<file path="src/rtl/reg_scoreboard.sv">
// -----------------------------------------------------------------------------
// reg_scoreboard
//
// Tracks the destination registers that two issue slots have claimed and that
// have not yet been retired. A register goes busy when an instruction that
// writes it issues. It stops being busy when a writeback port retires it. Load
// destinations also carry a load-pending flag until the load data returns.
// All outputs are registered.
//
// Ports
//   clk, rst                   clock, asynchronous active-high reset
//   iss{0,1}_valid/rd/reg_write/is_load
//                              issue slot descriptors (slot1 is younger)
//   wb{0,1}_valid/rd           writeback ports that retire register writes
//   ld_done_valid/rd           load data returned; the value can be forwarded
//   flush                      drop all in-flight tracking
//   busy_vec[31:0]             register has an outstanding producer
//   load_pending_vec[31:0]     outstanding producer is a load without data yet
//   inflight_cnt[5:0]          popcount of busy_vec
//   idle                       busy_vec == 0
//   err_wb_idle                sticky: a writeback named a register that was
//                              not busy
// -----------------------------------------------------------------------------
module reg_scoreboard (
  input  logic        clk,
  input  logic        rst,
  input  logic        iss0_valid,
  input  logic [4:0]  iss0_rd,
  input  logic        iss0_reg_write,
  input  logic        iss0_is_load,
  input  logic        iss1_valid,
  input  logic [4:0]  iss1_rd,
  input  logic        iss1_reg_write,
  input  logic        iss1_is_load,
  input  logic        wb0_valid,
  input  logic [4:0]  wb0_rd,
  input  logic        wb1_valid,
  input  logic [4:0]  wb1_rd,
  input  logic        ld_done_valid,
  input  logic [4:0]  ld_done_rd,
  input  logic        flush,
  output logic [31:0] busy_vec,
  output logic [31:0] load_pending_vec,
  output logic [5:0]  inflight_cnt,
  output logic        idle,
  output logic        err_wb_idle
);

  logic [31:0] busy_reg, busy_next;
  logic [31:0] lp_reg, lp_next;
  logic [5:0]  cnt_reg, cnt_next;
  logic        idle_reg;
  logic        err_reg, err_next;

  // x0 is hardwired to zero, so it can never hold an outstanding producer.
  assign busy_next[0] = 1'b0;
  assign lp_next[0]   = 1'b0;

  genvar gi;
  generate
    for (gi = 1; gi < 32; gi++) begin : g_reg
      logic set0, set1, wb_clr, ld_clr;

      assign set0   = iss0_valid && iss0_reg_write && (iss0_rd == 5'(gi));
      assign set1   = iss1_valid && iss1_reg_write && (iss1_rd == 5'(gi));
      assign wb_clr = (wb0_valid && (wb0_rd == 5'(gi))) ||
                      (wb1_valid && (wb1_rd == 5'(gi)));
      assign ld_clr = ld_done_valid && (ld_done_rd == 5'(gi));

      // Clears are applied first and sets after them, so a new producer wins
      // over the retirement of an older one. When both slots set the same
      // register, slot1 is the younger one and its load flag is the one kept.
      assign busy_next[gi] = flush         ? 1'b0 :
                             (set0 || set1) ? 1'b1 :
                             wb_clr         ? 1'b0 : busy_reg[gi];

      assign lp_next[gi]   = flush              ? 1'b0         :
                             set1               ? iss1_is_load :
                             set0               ? iss0_is_load :
                             (wb_clr || ld_clr) ? 1'b0         : lp_reg[gi];
    end
  endgenerate

  // The count is taken from the next state so that it is registered in the
  // same edge as busy_vec and always agrees with it.
  always_comb begin
    cnt_next = 6'd0;
    for (int i = 0; i < 32; i++) begin
      cnt_next = cnt_next + {5'd0, busy_next[i]};
    end
  end

  // A retirement is only legitimate for a register that was already busy in
  // the current state. An issue in the same cycle cannot be the producer
  // being retired.
  always_comb begin
    err_next = err_reg;
    if (wb0_valid && (wb0_rd != 5'd0) && !busy_reg[wb0_rd]) err_next = 1'b1;
    if (wb1_valid && (wb1_rd != 5'd0) && !busy_reg[wb1_rd]) err_next = 1'b1;
  end

  always_ff @(posedge clk or posedge rst) begin
    if (rst) begin
      busy_reg <= 32'd0;
      lp_reg   <= 32'd0;
      cnt_reg  <= 6'd0;
      idle_reg <= 1'b1;
      err_reg  <= 1'b0;
    end else begin
      busy_reg <= busy_next;
      lp_reg   <= lp_next;
      cnt_reg  <= cnt_next;
      idle_reg <= (busy_next == 32'd0);
      err_reg  <= err_next;
    end
  end

  assign busy_vec         = busy_reg;
  assign load_pending_vec = lp_reg;
  assign inflight_cnt     = cnt_reg;
  assign idle             = idle_reg;
  assign err_wb_idle      = err_reg;

endmodule

</file>
<file path="config.mk">
export PLATFORM = sky130hd
export DESIGN_NAME = reg_scoreboard
export DESIGN_NICKNAME = d
export VERILOG_FILES = /design/src/rtl/reg_scoreboard.sv
export SDC_FILE = /design/constraint.sdc
export NUM_CORES = 1
export LEC_CHECK = 0
export ABC_AREA = 1
export ABC_CLOCK_PERIOD_IN_PS = 5900
export CORE_ASPECT_RATIO = 0.6
export CORE_MARGIN = 3
export CORE_UTILIZATION = 55
export CTS_BUF_LIST = sky130_fd_sc_hd__clkbuf_4
export DETAILED_ROUTE_END_ITERATION = 8
export PLACE_DENSITY = 0.93
export SLEW_MARGIN = 10
export SYNTH_ARGS = -nofsm -noshare
export SYNTH_HDL_FRONTEND = slang
export SYNTH_SLANG_ARGS = --single-unit
</file>
<file path="constraint.sdc">
create_clock -name clk -period 5.9 [get_ports clk]
set_input_delay 1.18 -clock clk [delete_from_list [all_inputs] [get_ports clk]]
set_output_delay 1.18 -clock clk [all_outputs]
set_load 0.01 [all_outputs]
</file>
==> results of run 1 <==
through the flow:
| step | hold slack, ns | setup TNS [ns] | cell area [sq um] | cells | utilization [%] |
|---|---|---|---|---|---|
| after CTS | 0.508 | -0.172 | 9710 | 1439 | 94.6 |
| after global placement | 0.471 | -3.23 | 8540 | 1328 | 83.2 |
| after floorplan | 0.516 | 0 | 6090 | 935 | - |
| after detailed placement | 0.480 | -4.79 | 8540 | 1328 | 83.2 |
metal layers:
metal	GRT overflow	track usage [%]
met1	2	82.4
met2	44	93.0
met3	3	72.8
met4	46	81.8
met5	2	51.8
logic make-up after synthesis:
family,count (synthesis)
buffers and inverters,152
adder cells (fa/ha/maj),31
AND/OR/NAND/NOR,515
other,1
AO/OA/AOI/OAI,159
XOR/XNOR,3
flip-flops,70
multiplexers,3
timing repair:
action	in CTS
hold buffers	0
pin swaps	37
resized for setup	168
gates cloned	0
endpoints found under the setup margin	6
buffers inserted	96
==> results.md, run 1 <==
Status:
- The run stopped with a tool error.
- Progress stopped at global routing (5_1_grt).
- The first error in the log reads "[ERROR GRT-0116] Global routing finished with congestion. Check the congestion regions in the DRC Viewer".

Place:
- The total of buffers placed on input and output ports is 106.
- The setup slack at placement is -0.979 ns.
- The routability congestion estimate from global placement is ~1.2.
- The HPWL after detailed placement is between 20000 and 25000 um.

Yosys:
- The primary flip-flop cell chosen by synthesis mapping is sky130_fd_sc_hd__dfrtp_1.
- Counting distinct cell types in the post-synthesis netlist gives 36.
- Dividing the synthesized area by the synthesized cell count gives 6.47 sq um.
- The async set-or-reset flop fraction in the synthesized netlist is 100%.
- After Yosys synthesis, full adders, half adders and majority gates account for 9.28% of the synthesized area.
- Sorting the synthesized cells by how often they occur yields 288 x sky130_fd_sc_hd__nand2_1, 121 x sky130_fd_sc_hd__inv_1, 107 x sky130_fd_sc_hd__nor2_1.
- The mux contribution to synthesized area is less than 1%.
- After technology mapping, the gate count stands at 934.
- The portion of synthesized cell area occupied by the leading cell type is 28.6%.
- The XOR/XNOR share of the synthesized area is 0.435%.
- By instance count, the leading cell after synthesis is sky130_fd_sc_hd__nand2_1.
- After synthesis the netlist holds a flip-flop and latch count of 70.
- The synthesized netlist devotes 15.8% of its cell area to compound gates.
- The synthesized design contains 0 enable-type register cells.
- After synthesis, flip-flops and latches occupy between 20% and 30% of the total area.
- The share of synthesized cell area in and, or, nand and nor gates is 35.0%.
- The mapped netlist covers 6040 sq um.
- During synthesis, Yosys emitted a total of 0 warnings.
- The combinational family with the most area after synthesis is simple AND/OR/NAND/NOR gates.
- By area the synthesized netlist is led by sky130_fd_sc_hd__dfrtp_1 29%, sky130_fd_sc_hd__nand2_1 18%, sky130_fd_sc_hd__fa_1 7.6%.
- The largest total area in the synthesized netlist belongs to sky130_fd_sc_hd__dfrtp_1.

GRT:
- The via count of the first global-routing pass is around 12000.
- The total overflow left after global routing is 97.
- For this run, the total global-route usage over all layers was measured as 82.3%.
- The global-route wire length before repair is 75100 um.
- The maximum number of pins on one net before global-route repair is 42.

CTS:
- The root buffer selected by CTS is sky130_fd_sc_hd__clkbuf_4.
- Counting every sink on the clock net gives 70.
- The H-tree was split into 3 levels.
- TritonCTS created 9 clock buffers.
- The deepest clock path buffer count is 2.

Floorplanning:
- The starting density of the core is 58.8%.
- The die width is 141 um.
- The I/O pin total is 109.
- The floorplan step set the die height to 87.2 um.
- The floorplan has 28 rows.
==> inputs of run 2 (changes only) <==
CORE_ASPECT_RATIO = not set   (was 0.6)
CORE_UTILIZATION = 40   (was 55)
CTS_BUF_LIST = not set   (was sky130_fd_sc_hd__clkbuf_4)
PLACE_DENSITY = not set   (was 0.93)
PLACE_DENSITY_LB_ADDON = 0.15   (was not set)
==> run 2 against run 1 <==
The run now ends clean; synthesized area stayed put; synthesized cell count stayed put.
==> results.md, run 2 <==
Status:
- The flow ran to the end, and the final reports show no timing, DRC or antenna violations.

Flow run:
- The number of violations of the max-capacitance limit is 0.

Worst hold path:
- The cell depth of the worst hold path is 2.
- The worst hold path belongs to the class flip-flop to flip-flop.
- The worst hold path begins at load_pending_vec[30].
- The worst hold path terminates at load_pending_vec[30].

CTS:
- The TritonCTS clock tree is done.
- The register clock-pin slew on the reported worst setup and hold paths is approximately 0.060 ns.
- The number of clock buffers added by TritonCTS is 9.
- In this run the deepest clock path goes through 2 buffers.
- The clock net in this run drives a total of 70 sinks.
- The clock tree synthesis step divided the H-tree into 3 levels.
- In this run the clock root is driven by a sky130_fd_sc_hd__clkbuf_16.
- For the worst-skew pair, the clock arrives at the later sink with an insertion delay of 0.35 ns.

Place:
- The number of placed instances, taps included, is 1406.
- The HPWL reported at the end of detailed placement is 23200 um.
- At the end of routability-driven placement, the weighted congestion stood at 1.08.
- Prior to clock tree synthesis, the placed netlist has a worst setup slack of -0.922 ns.
- The total cell area at the placement stage is between 8000 and 9000 sq um.
- The total of buffers placed on input and output ports is 106.

Route:
- The number of nets with antenna violations after detailed routing is 0.
- The via count is 8116.
- The number of iterations in the first detailed-routing pass is 6.
- The vias per cell is 5.51.
- In the final routed layout, each cell accounts on average for 20.5 um.
- For this block, the initial DRC count from the detailed router was 890.
- The number of design rule violations left after detail routing is 0.
- The total detailed-routing wirelength is 30100 um.

Setup path:
- Of all nets on the critical path, the largest fanout is 4.
- The signal on the critical path passes through buf_2 -> buf_4 -> inv_1 -> nand2_4 -> nor2_4 -> nand2_2 -> nand2_4 -> inv_2 -> a21oi_4 -> fa_1 -> inv_1 -> fa_1 -> fa_1 -> fa_1 -> fa_1 -> fa_1 -> fa_2 -> fa_2 -> o21ai_2 -> xor2_1.
- The category of the worst setup path capture point is a flip-flop.
- For the worst setup path, the data arrival time is 6.12 ns.
- The dominant cell type by count on the critical path is sky130_fd_sc_hd__fa_1.
- Across all register-to-register paths, the minimum setup slack is 0.87 ns.
- The critical path startpoint category is a primary input.
- Among all stages on the critical path, the largest delay is contributed by sky130_fd_sc_hd__fa_1.
- The reg-to-reg endpoint is inflight_cnt[4].
- The number of cells on the worst reg-to-reg path is 15.
- The critical path in this run is classified as primary input to flip-flop.
- The worst register-to-register path begins at busy_vec[18].
- Data on the critical path is required at its endpoint by 6.17 ns.
- The largest incremental delay on the critical path is 0.51 ns.

Yosys:
- In this run, distinct cell masters in the synthesized netlist total 36.
- After synthesis, flip-flops and latches occupy 29.0% of the total area.
- The cell count after synthesis is approximately 930.
- The synthesized area per cell is about 6.5 sq um.
- By area the synthesized netlist is led by sky130_fd_sc_hd__dfrtp_1 29%, sky130_fd_sc_hd__nand2_1 18%, sky130_fd_sc_hd__fa_1 7.6%.
- Of the post-synthesis cell area, the dominant cell type holds 28.6%.
- The number of synthesized register bits is 70.
- In the synthesized netlist the async set-or-reset flop fraction comes to 100%.
- For this run, the leading register cell type out of synthesis is sky130_fd_sc_hd__dfrtp_1.
- The most area-hungry cell type in the Yosys netlist is sky130_fd_sc_hd__dfrtp_1.
- In this run, synthesis inferred 0 flip-flops with an integrated enable.
- The number of warnings reported in the yosys synthesis log is 0.
- By count the netlist is led by 288 x sky130_fd_sc_hd__nand2_1, 121 x sky130_fd_sc_hd__inv_1, 107 x sky130_fd_sc_hd__nor2_1.
- The synthesized area is 6040 sq um.
- The most instantiated library cell after synthesis is sky130_fd_sc_hd__nand2_1.

Final layout:
- The share of cells above drive strength 1 is between 30% and 40%.
- The filler-free cell count of the finished design is 1472.
- Leaving out fill and tap cells, the most frequent cell in the layout is sky130_fd_sc_hd__buf_4.
- For this run, the share of the core covered by cells in the final layout is 71.9%.
- The area of combinational cells with multiple inputs is between 4000 and 5000 sq um.
- The count of antenna diodes in the layout is 0.
- Summing all non-filler instances in the final layout gives an area of between 10000 and 15000 sq um.
- Compared with the post-synthesis result, the final layout area differs by 74.2%.
- Counting the fill cells in the layout gives 1219.
- Across the whole layout, storage elements account for roughly 1800 sq um.
- The top cell types in the final layout, fill and taps aside, are 232 x sky130_fd_sc_hd__buf_4, 223 x sky130_fd_sc_hd__nand2_1, 88 x sky130_fd_sc_hd__inv_1.
- The number of nets in the layout is 1351.

Power and ir drop:
- The internal power contribution is about 1 mW.
- Combinational logic burns a little over a quarter of the power.
- Summed over all cells, the static leakage comes to 5.18 nW.
- VDD sags by at most 125 uV.
- Of the total power, the clock network draws a little under 40%.
- In this run switching power makes up 32.4% of total power.
- The relative contribution of sequential cells to total power is 33.9%.
- The analysis attributes to net switching a power of 0.478 mW.
- The power density over cell area is around 140 nW/um^2.

GRT:
- The total global routing overflow is 0.
- Global routing consumed, over all layers together, between 30% and 40% of the routing resources.
- The via count of the first global-routing pass is ~8000.
- The global-route wire length before repair is 45200 um.
- The maximum number of pins on one net before global-route repair is 37.
- The number of antenna violations at the first check in global routing is 0.

STA:
- The final setup TNS is 0 ns.
- Setup violations remaining at the end of the flow were counted as 0.
- The worst clock skew on the final layout is 0.00593 ns.
- The final setup slack of the worst path is 0.0503 ns.
- The time the worst path needs with I/O delays and setup is 5.85 ns.
- The number of pins with negative max-slew slack in the final report is 0.
- The upper clock frequency limit is 171 MHz.
- The hold violation total from the final report is 0.
- The tightest slew margin relative to the limit is 37.8%.
- The measured slew at the worst slew-check pin is 0.930 ns.
- Setup repair after global routing could not meet its margin everywhere.
- The share of the clock period used by the worst path is 99.1%.

Floorplanning:
- The I/O pin total is about 110.
- The die width is 129 um.
- The initialized floorplan defines 44 standard-cell rows.
- The area enclosed by the die boundary is between 15000 and 20000 sq um.
- The y dimension of the die is 129 um.
- For this configuration, the core starts out at a cell density of between 40% and 50%.
- The area of the core is ~15000 sq um.
==> run 2: cell counts after synthesis <==
No cell type changed its count.
==> run 2: what timing repair did <==
item / CTS / global route
endpoints found under the setup margin: 6 / 5
hold buffers: 0 / 0
resized for setup: 335 / 108
pin swaps: 69 / 43
buffers inserted: 38 / 16
==> run 2: how the worst max path moves through the flow <==
stage                                 end  depth (start not counted)      startpoint  slack (ns)
after floorplan           inflight_cnt[4]                         20  iss1_reg_write        0.01
after global placement    inflight_cnt[4]                         20  iss1_reg_write       -0.86
after detailed placement  inflight_cnt[4]                         20  iss1_reg_write       -0.92
after CTS                 inflight_cnt[4]                         19       wb0_rd[4]       -0.04
after global routing      inflight_cnt[4]                         20       wb0_rd[0]       -0.12
final                     inflight_cnt[4]                         20      iss0_rd[0]        0.05
==> run 2: through the flow <==
stage	hold slack (ns)	power (mW)
final	0.486	1.48
after global routing	0.504	1.53
after CTS	0.492	1.44
after detailed placement	0.472	0.815
after global placement	0.467	0.814
after floorplan	0.516	0.640
==> run 2: power by group through the flow <==
stage          combinational (mW)  sequential [mW]  clock [mW]
2_1_floorplan               0.129            0.512           0
3_3_place_gp                0.306            0.509           0
3_5_place_dp                0.306            0.509           0
4_1_cts                     0.353            0.501       0.587
5_1_grt                     0.417            0.501       0.608
6_report                    0.390            0.501       0.587
==> run 2: routing by layer <==
metal	up-vias	track usage (%)	wire length [um]
li1	3755	-	-
met1	3830	50.2	12700
met2	432	54.6	13300
met3	99	7.18	2630
met4	0	17.4	1570
met5	-	0	0
==> run 2: critical path, delay by kind of cell <==
kind                     cells  cell delay (ns)
XOR/XNOR                     1             0.17
buffers and inverters        5             0.47
AND/OR/NAND/NOR              4             0.42
AO/OA/AOI/OAI                2             0.32
adder cells (fa/ha/maj)      8             3.54
==> run 2: logic make-up after synthesis <==
kind of cell	Yosys count	share of synthesized area, %
AO/OA/AOI/OAI	159	15.8
XOR/XNOR	3	0.435
adder cells (fa/ha/maj)	31	9.28
buffers and inverters	152	9.90
flip-flops	70	29.0
multiplexers	3	0.559
other	1	0.0621
AND/OR/NAND/NOR	515	35.0
==> run 2: layout make-up <==
class | instances | share of cell area [%]
multi-input cells | 713 | 44.0
repair buffers | 365 | 29.4
flip-flops and latches | 70 | 16.7
inverters | 124 | 4.80
clock buffers | 10 | 2.27
well taps | 184 | 2.19
clock inverters | 6 | 0.654
No activity file was read; power rests on OpenSTA's default activity.
